File: config.mk
export PLATFORM = sky130hd
export DESIGN_NAME = hm01b0_strip_capture_ctrl
export DESIGN_NICKNAME = d
export VERILOG_FILES = /design/src/rtl/hm01b0_strip_capture_ctrl.sv
export SDC_FILE = /design/constraint.sdc
export NUM_CORES = 1
export LEC_CHECK = 0
export BUFFER_PORTS_ARGS = -buffer_cell sky130_fd_sc_hd__buf_2
export CELL_PAD_IN_SITES_DETAIL_PLACEMENT = 0
export CELL_PAD_IN_SITES_GLOBAL_PLACEMENT = 2
export CORE_MARGIN = 1.5
export CORE_UTILIZATION = 31
export CTS_CLUSTER_DIAMETER = 150
export DETAILED_ROUTE_END_ITERATION = 8
export PLACE_DENSITY = 0.8
export SLEW_MARGIN = 20
export SYNTH_ARGS = -nofsm -noshare
export SYNTH_HDL_FRONTEND = slang
export SYNTH_SLANG_ARGS = --single-unit
File: constraint.sdc
create_clock -name mclk -period 3.82 [get_ports mclk]
set_input_delay 1.146 -clock mclk [delete_from_list [all_inputs] [get_ports mclk]]
set_output_delay 1.146 -clock mclk [all_outputs]
set_load 0.1 [all_outputs]
File: src/rtl/hm01b0_strip_capture_ctrl.sv
// HM01B0 frame-capture sequencer: aligns to a frame boundary and fills a two-bank
// strip buffer, presenting each full bank to the JPEG block encoder.
module hm01b0_strip_capture_ctrl #(
    parameter int WIDTH      = 320,
    parameter int HEIGHT     = 240,
    parameter int STRIP_ROWS = 8,
    parameter int ADDR_W     = 12
) (
    input  logic              mclk,
    input  logic              nreset,
    input  logic              i_cam_hsync,
    input  logic              i_cam_vsync,
    input  logic [7:0]        i_cam_pixdata,
    input  logic              i_start,
    input  logic              i_continuous,
    input  logic              i_strip_done,
    output logic              o_wr_en,
    output logic              o_wr_bank,
    output logic [ADDR_W-1:0] o_wr_addr,
    output logic [7:0]        o_wr_data,
    output logic              o_strip_ready,
    output logic              o_strip_bank,
    output logic [4:0]        o_strip_index,
    output logic              o_busy,
    output logic              o_frame_done,
    output logic              o_overflow,
    output logic              o_short_frame
);

    localparam int COL_W = $clog2(WIDTH + 1);
    localparam int RIS_W = $clog2(STRIP_ROWS + 1);
    localparam int ROW_W = $clog2(HEIGHT + 1);
    localparam logic [COL_W-1:0] COL_END = COL_W'(WIDTH);
    localparam logic [RIS_W-1:0] RIS_END = RIS_W'(STRIP_ROWS);
    localparam logic [ROW_W-1:0] ROW_END = ROW_W'(HEIGHT);

    typedef enum logic [2:0] {
        S_IDLE,
        S_SYNC,
        S_ARMED,
        S_CAPTURE,
        S_DRAIN
    } state_t;

    function automatic logic [ADDR_W-1:0] strip_addr(input logic [RIS_W-1:0] ris,
                                                     input logic [COL_W-1:0] col);
        strip_addr = ADDR_W'(ris) * ADDR_W'(WIDTH) + ADDR_W'(col);
    endfunction

    state_t            r_state;
    logic              r_hsync_d;
    logic              r_vsync_d;
    logic [COL_W-1:0]  r_col;
    logic [RIS_W-1:0]  r_ris;
    logic [ROW_W-1:0]  r_rows;
    logic [4:0]        r_sidx;
    logic              r_fill;
    logic              r_present;
    logic [1:0]        r_full;
    logic [4:0]        r_snum [2];
    logic              r_wr_en;
    logic              r_wr_bank;
    logic [ADDR_W-1:0] r_wr_addr;
    logic [7:0]        r_wr_data;
    logic              r_busy;
    logic              r_frame_done;
    logic              r_overflow;
    logic              r_short;

    // The first vsync-high cycle in ARMED is already a capture cycle, seen with
    // all per-frame counters as if cleared.
    logic              w_first;
    logic              w_cap;
    logic [COL_W-1:0]  w_col;
    logic [RIS_W-1:0]  w_ris;
    logic [RIS_W-1:0]  w_ris_nxt;
    logic [ROW_W-1:0]  w_rows;
    logic [ROW_W-1:0]  w_rows_nxt;
    logic [4:0]        w_sidx;
    logic              w_fill;
    logic              w_nfill;
    logic              w_pix_valid;
    logic              w_wr;
    logic              w_hs_fall;
    logic              w_vs_fall;
    logic              w_strip_end;
    logic              w_release;
    logic              w_ovf;

    assign w_first     = (r_state == S_ARMED) & i_cam_vsync;
    assign w_cap       = (r_state == S_CAPTURE) | w_first;
    assign w_col       = w_first ? '0 : r_col;
    assign w_ris       = w_first ? '0 : r_ris;
    assign w_rows      = w_first ? '0 : r_rows;
    assign w_sidx      = w_first ? '0 : r_sidx;
    assign w_fill      = w_first ? 1'b0 : r_fill;
    assign w_nfill     = ~w_fill;
    assign w_ris_nxt   = w_ris + 1'b1;
    assign w_rows_nxt  = w_rows + 1'b1;
    assign w_pix_valid = i_cam_hsync & i_cam_vsync;
    assign w_wr        = w_cap & w_pix_valid & (w_col < COL_END);
    assign w_hs_fall   = r_hsync_d & ~i_cam_hsync & i_cam_vsync;
    assign w_vs_fall   = r_vsync_d & ~i_cam_vsync;
    assign w_strip_end = w_hs_fall & (w_ris_nxt == RIS_END);
    assign w_release   = i_strip_done & r_full[r_present];
    // A bank released by the consumer in the same cycle is free for the next fill.
    assign w_ovf       = r_full[w_nfill] & ~(w_release & (r_present == w_nfill));

    always_ff @(posedge mclk) begin
        if (nreset) begin
            r_state      <= S_IDLE;
            r_hsync_d    <= 1'b0;
            r_vsync_d    <= 1'b0;
            r_col        <= '0;
            r_ris        <= '0;
            r_rows       <= '0;
            r_sidx       <= '0;
            r_fill       <= 1'b0;
            r_present    <= 1'b0;
            r_full       <= 2'b00;
            r_snum[0]    <= '0;
            r_snum[1]    <= '0;
            r_wr_en      <= 1'b0;
            r_wr_bank    <= 1'b0;
            r_wr_addr    <= '0;
            r_wr_data    <= '0;
            r_busy       <= 1'b0;
            r_frame_done <= 1'b0;
            r_overflow   <= 1'b0;
            r_short      <= 1'b0;
        end else begin
            r_hsync_d    <= i_cam_hsync;
            r_vsync_d    <= i_cam_vsync;
            r_wr_en      <= 1'b0;
            r_frame_done <= 1'b0;

            if (w_release) begin
                r_full[r_present] <= 1'b0;
                r_present         <= ~r_present;
            end

            case (r_state)
                S_IDLE: begin
                    if (i_start) begin
                        r_state    <= S_SYNC;
                        r_busy     <= 1'b1;
                        r_overflow <= 1'b0;
                        r_short    <= 1'b0;
                    end
                end
                S_SYNC: begin
                    if (!i_cam_vsync) begin
                        r_state <= S_ARMED;
                    end
                end
                S_ARMED, S_CAPTURE: begin
                    if (w_cap) begin
                        if (w_first) begin
                            r_state   <= S_CAPTURE;
                            r_col     <= '0;
                            r_ris     <= '0;
                            r_rows    <= '0;
                            r_sidx    <= '0;
                            r_fill    <= 1'b0;
                            r_present <= 1'b0;
                        end
                        if (w_wr) begin
                            r_wr_en   <= 1'b1;
                            r_wr_bank <= w_fill;
                            r_wr_addr <= strip_addr(w_ris, w_col);
                            r_wr_data <= i_cam_pixdata;
                            r_col     <= w_col + 1'b1;
                        end
                        if (w_hs_fall) begin
                            r_col  <= '0;
                            r_ris  <= w_ris_nxt;
                            r_rows <= w_rows_nxt;
                            if (w_rows_nxt == ROW_END) begin
                                r_state <= S_DRAIN;
                            end
                            if (w_strip_end) begin
                                r_full[w_fill] <= 1'b1;
                                r_snum[w_fill] <= w_sidx;
                                r_sidx         <= w_sidx + 1'b1;
                                r_ris          <= '0;
                                r_fill         <= w_nfill;
                                if (w_ovf) begin
                                    r_overflow <= 1'b1;
                                    r_state    <= S_DRAIN;
                                end
                            end
                        end else if (w_vs_fall) begin
                            // Truncated frame: the partial strip is never marked full.
                            r_short <= 1'b1;
                            r_state <= S_DRAIN;
                        end
                    end
                end
                S_DRAIN: begin
                    if (r_full == 2'b00) begin
                        r_frame_done <= 1'b1;
                        if (i_continuous) begin
                            r_state <= S_SYNC;
                        end else begin
                            r_state <= S_IDLE;
                            r_busy  <= 1'b0;
                        end
                    end
                end
                default: begin
                    r_state <= S_IDLE;
                    r_busy  <= 1'b0;
                end
            endcase
        end
    end

    assign o_wr_en       = r_wr_en;
    assign o_wr_bank     = r_wr_bank;
    assign o_wr_addr     = r_wr_addr;
    assign o_wr_data     = r_wr_data;
    assign o_strip_ready = r_full[r_present];
    assign o_strip_bank  = r_present;
    assign o_strip_index = r_snum[r_present];
    assign o_busy        = r_busy;
    assign o_frame_done  = r_frame_done;
    assign o_overflow    = r_overflow;
    assign o_short_frame = r_short;

endmodule

==> results.yml <==
timing:
  final.setup.tns_ns: 0
  hold_viol: 0
  rsz0062_at_grt: "false"
  finalSetupViolations: 0
  slew_headroom: 0.526
  tightest_slew_ns: 0.711
  drv_slew: 0
  period_minus_slack_ns: 3.13
  finalWorstSetupSlack_ns: 0.693
  fin_crit_sh: 0.819
  max_freq_ghz: 0.320
  worst_clock_skew_ns: 0.00333
floorplan:
  rows: 39
  coreArea_um2: 11500
  die_h_um: 112
  die_x_um: 112
  ioPinCount: 48
  start_util: 0.321
  die_area_um2: 12600
yosys:
  synth_commonest_cells: "nand2_1 (66), dfxtp_1 (61), a21oi_1 (46), nor2_1 (45), o21ai_0 (23)"
  postSynth.asyncResetShare: 0
  synthDominantCellAreaShare: 0.331
  synth_most_common_cell: "nand2_1"
  synth_ff_type: "dfxtp_1"
  ys_seq_elements: 71
  synth_nets: 477
  ys_warn_count: 0
  syn_inst: 449
  avgSynthCellArea_um2: 8.22
  seq_area_frac_synth: 0.412
  synth_area_leaders: "dfxtp_1 (33%), edfxtp_1 (8.1%), nand2_1 (6.7%)"
  synth_area_um2: 3690
  yosysUniqueCellTypes: 60
  synth_edf_count: 10
  synth.largest_area_cell: "dfxtp_1"
pwr:
  p_leak_uw: 0.00169
  vdd_ir_drop_max_v: 0.000162
  powerDensity_nw_per_um2: 409
worst_setup_path:
  cp_data_arrival_time_ns: 3.38
  cp_cell_sequence: "buf_2 -> nand4bb_1 -> nand2_1 -> inv_1 -> ha_1 -> ha_1 -> inv_1 -> fa_1 -> nor3b_1 -> xnor2_1 -> a211oi_1"
  worst_setup_path_start_kind: "primary input"
  path_buf_inv: 3
  critPathMaxFanout: 5
  crit_path_top_delay_cell: "fa_1"
  critical-path-top-delay-family: "adder cells"
  max_stage_delay_ns: 0.45
  crit_path_end_kind: "flip-flop"
  required_ns: 4.07
  path_class: "in -> reg"
route:
  dr_total_vias: 3293
  dr.pass1.iters: 6
  vias_per_cell: 5.15
  remaining_drc_errors: 4
  drtIter0Drc: 168
  wl_per_cell_um: 15.0
  drtAntennaViolNets: 0
  wl_mm: 9.63
clocking:
  cts.clk_slew.worst_paths_ns: 0.06
  cts_buffer_depth: 2
  root_buffer: "clkbuf_16"
  cts_made_buffers: 9
  numClockSinks: 71
  tritoncts: "yes"
  clk_latency_ns: 0.33
  holdBufCountCts: 0
  htreeDepth: 3
  cts_resized: 0
  post_cts_buffers: 0
global_route:
  grt_max_degree: 38
  antenna_found_initial: 0
  grt_pass1_vias: 3157
  track_usage: 0.159
  grt_pass1_wl_mm: 15.9
  grt.overflow.total: 0
outcome:
  status: "complete, but fails checks"
  violations: "DRC"
placement:
  post-place-ws_ns: 0.362
  port-buffer-count: 47
  dpl.hpwl_mm: 6.81
  place.gp.congestion: 0.828
  placedInstanceArea_um2: 4080
finish:
  area_growth_pct: 18.4
  drive_gt1_frac: 0.167
  diodes: 0
  num-nets-final: 520
  design_area_um2: 4370
  post-route-util: 0.380
run:
  maxCapViolCount: 0
worst_hold_path:
  hp-class: "reg -> reg"
-- through the flow --
step	cells	power (uW)	hold WS (ns)
2_1_floorplan	449	921	0.423
3_3_place_gp	624	969	0.442
3_5_place_dp	624	969	0.442
4_1_cts	640	1810	0.453
5_1_grt	640	1860	0.476
6_report	640	1790	0.449
-- worst paths after layout --
| kind | from | end | slack, ns | cells after the start |
|---|---|---|---|---|
| worst min-delay path | r_rows[6] | r_rows[6] | 0.45 | 1 |
| worst min register to register | r_rows[6] | r_rows[6] | 0.45 | 1 |
| worst max-delay path | i_cam_vsync | o_wr_addr[11] | 0.69 | 11 |
| worst max register to register | r_state[1] | o_wr_addr[11] | 0.83 | 10 |
-- flip-flops by register name (all words and copies together), names as in the netlist, 2 cells and up --
name,flops
o_wr_addr,12
r_snum,10
r_col,9
o_wr_data,8
r_rows,8
r_sidx,5
r_ris,4
r_state,3
r_full,2
-- report_power, final --
part / switching (uW) / internal [uW]
Clock: 328 / 506
Combinational: 125 / 47.8
Sequential: 10.3 / 770
Total: 464 / 1320
-- cell type report --
type | instances | area [um^2]
fill | 1214 | 7150
multi-input combinational | 336 | 2000
sequential | 71 | 1520
timing repair buffer | 57 | 310
clock buffer | 11 | 233
tap | 143 | 179
inverter | 17 | 63.8
clock inverter | 5 | 58.8
-- routing by layer --
| metal | share of wire | vias up | track usage |
|---|---|---|---|
| li1 | - | 1666 | - |
| met1 | 0.47 | 1567 | 0.206 |
| met2 | 0.48 | 49 | 0.260 |
| met3 | 0.034 | 11 | 0.0389 |
| met4 | 0.016 | 0 | 0.0557 |
| met5 | 0 | - | 0 |
-- logic make-up after synthesis --
logic type | after synthesis | share of synthesized area
compound gates | 114 | 0.195
xor+xnor | 11 | 0.0261
fa+ha+maj | 13 | 0.0481
buf+inv | 42 | 0.0461
flops | 71 | 0.412
mux | 7 | 0.0207
simple gates | 191 | 0.252
-- worst reg2reg max path, stage by stage, from the launching register on --
cell and delay, ns:
dfxtp_1 0.67, nand4bb_1 0.31, nand2_1 0.21, inv_1 0.12, ha_1 0.30, ha_1 0.19, inv_1 0.06, fa_1 0.45
nor3b_1 0.26, xnor2_1 0.11, a211oi_1 0.21
-- placed cells by master (no fill, tap or decap), types with 4 or more instances in the layout --
master     Yosys  layout
dfxtp_1       61      61
buf_2         10      47
inv_1         17      17
and3_1         6       6
nor3_1         9       9
xnor2_1       10      10
o21ai_0       23      22
nand3b_1       6       6
o31ai_1        4       4
and2_1        14      14
a22oi_1        4       4
nand3_1       13      13
a211oi_1       5       5
nor2b_1        9       9
nor2_1        45      45
ha_1          11      11
edfxtp_1      10      10
nand4_1        4       4
nand2_1       66      66
mux2_2         5       5
clkbuf_16      0       9
buf_4          0      10
a21oi_1       46      45
No activity file was read; power rests on OpenSTA's default activity.
